**src/rtl/key_converter.sv**
```systemverilog
// key_converter
//   Translates the raw ASCII keyboard byte into the 4-bit key enumeration used
//   by the game controller. An optional stability filter requires the byte to
//   be sampled unchanged for STABLE_CYCLES edges before key follows it.
//
// Ports
//   clk       system clock, rising edge
//   rst_n     asynchronous active-low reset
//   keyboard  ASCII code of the pressed key, 0x00 = no key
//   key       decoded key enum (registered): 1..4 WASD, 5..7 JKL, 8 space, 0 idle
module key_converter #(
  parameter int unsigned STABLE_CYCLES = 1
) (
  input  logic       clk,
  input  logic       rst_n,
  input  logic [7:0] keyboard,
  output logic [3:0] key
);

  localparam int unsigned CODE_W = 8;
  localparam int unsigned KEY_W  = 4;
  localparam int unsigned CNT_W  = 8;

  localparam logic [CNT_W-1:0] STABLE_CNT = CNT_W'(STABLE_CYCLES);
  localparam bit               FAST       = (STABLE_CYCLES == 1);

  localparam logic [KEY_W-1:0] KEY_IDLE  = 4'd0;
  localparam logic [KEY_W-1:0] KEY_UP    = 4'd1;
  localparam logic [KEY_W-1:0] KEY_LEFT  = 4'd2;
  localparam logic [KEY_W-1:0] KEY_DOWN  = 4'd3;
  localparam logic [KEY_W-1:0] KEY_RIGHT = 4'd4;
  localparam logic [KEY_W-1:0] KEY_J     = 4'd5;
  localparam logic [KEY_W-1:0] KEY_K     = 4'd6;
  localparam logic [KEY_W-1:0] KEY_L     = 4'd7;
  localparam logic [KEY_W-1:0] KEY_START = 4'd8;

  logic [CODE_W-1:0] last_code;
  logic [CNT_W-1:0]  cnt;
  logic [CNT_W-1:0]  cnt_inc_c;
  logic [KEY_W-1:0]  decoded_c;

  // ASCII to key enum; both letter cases map to the same key, anything else idles
  always_comb begin
    decoded_c = KEY_IDLE;
    unique case (keyboard)
      8'h57, 8'h77: decoded_c = KEY_UP;
      8'h41, 8'h61: decoded_c = KEY_LEFT;
      8'h53, 8'h73: decoded_c = KEY_DOWN;
      8'h44, 8'h64: decoded_c = KEY_RIGHT;
      8'h4A, 8'h6A: decoded_c = KEY_J;
      8'h4B, 8'h6B: decoded_c = KEY_K;
      8'h4C, 8'h6C: decoded_c = KEY_L;
      8'h20:        decoded_c = KEY_START;
      default:      decoded_c = KEY_IDLE;
    endcase
  end

  // cnt stays below STABLE_CNT (<= 255) whenever this is used, so no wrap
  assign cnt_inc_c = cnt + CNT_W'(1);

  // Stability filter: a new byte restarts the count; key loads when the count
  // reaches STABLE_CNT and then holds until the byte changes again.
  always_ff @(posedge clk or negedge rst_n) begin
    if (!rst_n) begin
      key       <= KEY_IDLE;
      last_code <= '0;
      cnt       <= STABLE_CNT;
    end else if (keyboard != last_code) begin
      last_code <= keyboard;
      cnt       <= CNT_W'(1);
      if (FAST) key <= decoded_c;
    end else if (cnt < STABLE_CNT) begin
      cnt <= cnt_inc_c;
      if (cnt_inc_c == STABLE_CNT) key <= decoded_c;
    end
  end

endmodule

```
**config.mk**
```make
export PLATFORM = sky130hd
export DESIGN_NAME = key_converter
export DESIGN_NICKNAME = d
export VERILOG_FILES = /design/src/rtl/key_converter.sv
export SDC_FILE = /design/constraint.sdc
export NUM_CORES = 1
export LEC_CHECK = 0
export CORE_MARGIN = 1
export CORE_UTILIZATION = 50
export DETAILED_ROUTE_END_ITERATION = 7
export PLACE_DENSITY = 0.77
export SLEW_MARGIN = 10
export SYNTH_ARGS = -nofsm -noshare
export SYNTH_HDL_FRONTEND = slang
export SYNTH_SLANG_ARGS = --single-unit
```
**constraint.sdc**
```tcl
create_clock -name clk -period 5.48 [get_ports clk]
set_clock_uncertainty 0.05 [all_clocks]
set_input_delay 1.096 -clock clk [delete_from_list [all_inputs] [get_ports clk]]
set_output_delay 1.096 -clock clk [all_outputs]
set_load 0.05 [all_outputs]
```
==> results.toml <==
[place]
dpl.cell_count = 116
dp_hpwl_um = 1300
place.gp.congestion = 0.790
port_buffers = 13

[route]
drc_errors = 0
drtAntennaViolNets = 0
viasPerCell = 5.06
wire_per_inst_um = 14.2
vias = 607
wl_um = 1700
drt_iter0_markers = 3
drtPass1Iterations = 4

[critical_path]
path_max_fanout = 7
cp-end-kind = "flip-flop"
reg2reg_from = "cnt[0]"
r2r_cells = 6
crit_type = "in -> reg"
arrival_ps = 2920
cp_cell_sequence = "clkdlybuf4s50_1 > xor2_2 > nor4_4 > o211ai_4 > mux2_4"
cpPeakStageDelay_ps = 570
crit_buf_inv = 1
crit_path_start_kind = "input port"
r2r_setup_slack_ps = 3420
r2r-end = "key[2]"
cp_top_family = "buffers and inverters"
critPathSlowestCell = "clkdlybuf4s50_1"
cp.required_ps = 5620

[die]
start_util_pct = 53.3
die-area_um2 = 2280
die_h_um = 47.7
rows = 16
core_area_um2 = 1960
die_w_um = 47.7
num_io_pins = 14

[power_and_ir_drop]
comb_power_share_pct = 10.6
p_sw_w = 0.0000651
internal-power_w = 0.000239
pwr-share-clk_pct = 39.1
powerDensity_nw_per_um2 = 253
finalPower_w = 0.000304
swShare_pct = 21.4
seq_power_share_pct = 50.3
p_leak_nw = 0.536
ir_drop_mv = 0.189

[cells_and_area]
antenna_cells = 0
finalNetCount = 106
areaGrowthSynthToFinish_pct = 15.1
layout.cells.non_filler = 120
final_common_cell = "dfrtp_1"
layout_common_cells = "19 x dfrtp_1, 13 x clkdlybuf4s50_1, 7 x xor2_1, 5 x and3_2, 4 x mux2_4"
fillCellCount = 198
drive_gt1_share_pct = 21.5

[sta]
fin_crit_ps = 2780
tightest_slew_ps = 832
min_period_over_period_pct = 50.7
max_freq_ghz = 0.360
hold_violations = 0
grt_setup_unrepaired = "false"
slew_violations = 0
fin_tns_setup_ps = 0
finalSetupViolCount = 0
slew_headroom_pct = 44.3

[hold_path]
worstHoldStart = "key[0]"
worstHoldEndpoint = "key[0]"
hp-class = "reg -> reg"
holdPathStages = 1

[synthesis]
synth_fp_nets = 99
syn_avg_cell_area_um2 = 12.0
yosysWarningCount = 0
ys_seq_area_share_pct = 48.0
yosysTopAreaCell = "dfrtp_1"
ys_types = 33
syn-cell-area_um2 = 1040
synth_area_leaders = "dfrtp_1 46%, xor2_1 5.9%, mux2_4 5.7%"
synthCells = 87
synth.top_cell.area_share_pct = 45.5
synth-seq-cells = 20

[clocking]
cts_buffers = 3
cts_hold_buf = 0
htree_levels = 1
clockBufferDepth = 2
post_cts_buffers = 0
post_cts_resized = 0
insertion_delay_ps = 300
clkTransAtPathRegs_ps = 100
cts_root_buffer = "clkbuf_4"
tritoncts = "built"
cts.sinks = 20

[grt]
antenna_found_initial = 0
overflow = 0
grt_pass1_wl_um = 2620
gr-usage-all-layers_pct = 17.5
grt_max_degree = 21
grt_pass1_vias = 587

[outcome]
status = "completed"

[job]
max-cap-violations = 0
-- flip-flops by register name (all words and copies together), names as in the netlist --
name,cells
cnt,8
key,4
last_code,8
-- metrics by stage --
step | util, % | setup slack (ps) | hold WS [ps] | area (um^2)
after global placement | 58.6 | 2460 | 452 | 1150
after CTS | 61.3 | 2710 | 482 | 1200
final | 61.3 | 2700 | 482 | 1200
after floorplan | - | 3060 | 448 | 1040
after detailed placement | 58.6 | 2370 | 457 | 1150
after global routing | 61.3 | 2650 | 496 | 1200
-- power groups by stage --
stage / clock network, W / logic (W) / registers (W)
4_1_cts: 0.000123 / 0.0000326 / 0.000153
2_1_floorplan: 0 / 0.0000202 / 0.000157
5_1_grt: 0.000128 / 0.0000355 / 0.000153
3_3_place_gp: 0 / 0.0000320 / 0.000155
3_5_place_dp: 0 / 0.0000324 / 0.000156
6_report: 0.000119 / 0.0000323 / 0.000153
-- layout make-up --
cell class	count	area (um^2)	area share [%]
sequential	20	502	41.7
multi-input combinational	53	473	39.3
timing repair buffer	13	130	10.8
tap	27	33.8	2.81
clock inverter	1	30.0	2.50
clock buffer	3	22.5	1.87
inverter	3	11.3	0.937
-- how the worst max path moves through the flow --
| stage | from | endpoint | slack [ps] | depth (start not counted) |
|---|---|---|---|---|
| finish | keyboard[1] | key[2] | 2700 | 5 |
| global route | keyboard[1] | key[2] | 2650 | 5 |
| CTS | keyboard[1] | key[2] | 2710 | 5 |
| detailed placement | keyboard[1] | key[3] | 2370 | 5 |
| global placement | keyboard[1] | key[2] | 2460 | 5 |
| floorplan | keyboard[1] | key[0] | 3060 | 5 |
-- Yosys cell counts --
master	n
a21bo_2	1
a21oi_1	2
a22oi_1	1
a32oi_1	1
and2_2	1
and2b_1	1
and3_1	2
and3_2	5
buf_2	2
buf_6	2
clkbuf_1	7
dfrtp_1	19
dfstp_2	1
ha_1	2
inv_1	3
mux2_4	4
mux2i_1	1
nand2_1	2
nand2b_1	1
nand3_1	2
nand4b_1	1
nor2_1	2
nor2b_1	3
nor3_1	2
nor3b_1	1
nor4_4	2
nor4b_1	2
o211ai_1	1
o211ai_4	1
o21a_1	1
xnor2_1	3
xor2_1	7
xor2_2	1
-- metal layers --
metal | GRT usage, % | routed length (um)
met5 | 0 | 0
met4 | 8.33 | 21
met1 | 22.3 | 771
met2 | 26.5 | 837
met3 | 6.04 | 67
-- cell families (layout without fill, tap and decap cells) --
kind of cell	Yosys count	in the layout	synth area share, %
fa+ha+maj	2	2	2.39
compound gates	8	8	6.95
simple gates	27	27	19.3
buf+inv	14	20	6.71
xor+xnor	11	11	9.94
mux	5	5	6.71
flops	20	20	48.0
Power figures use the tool's default switching activity.
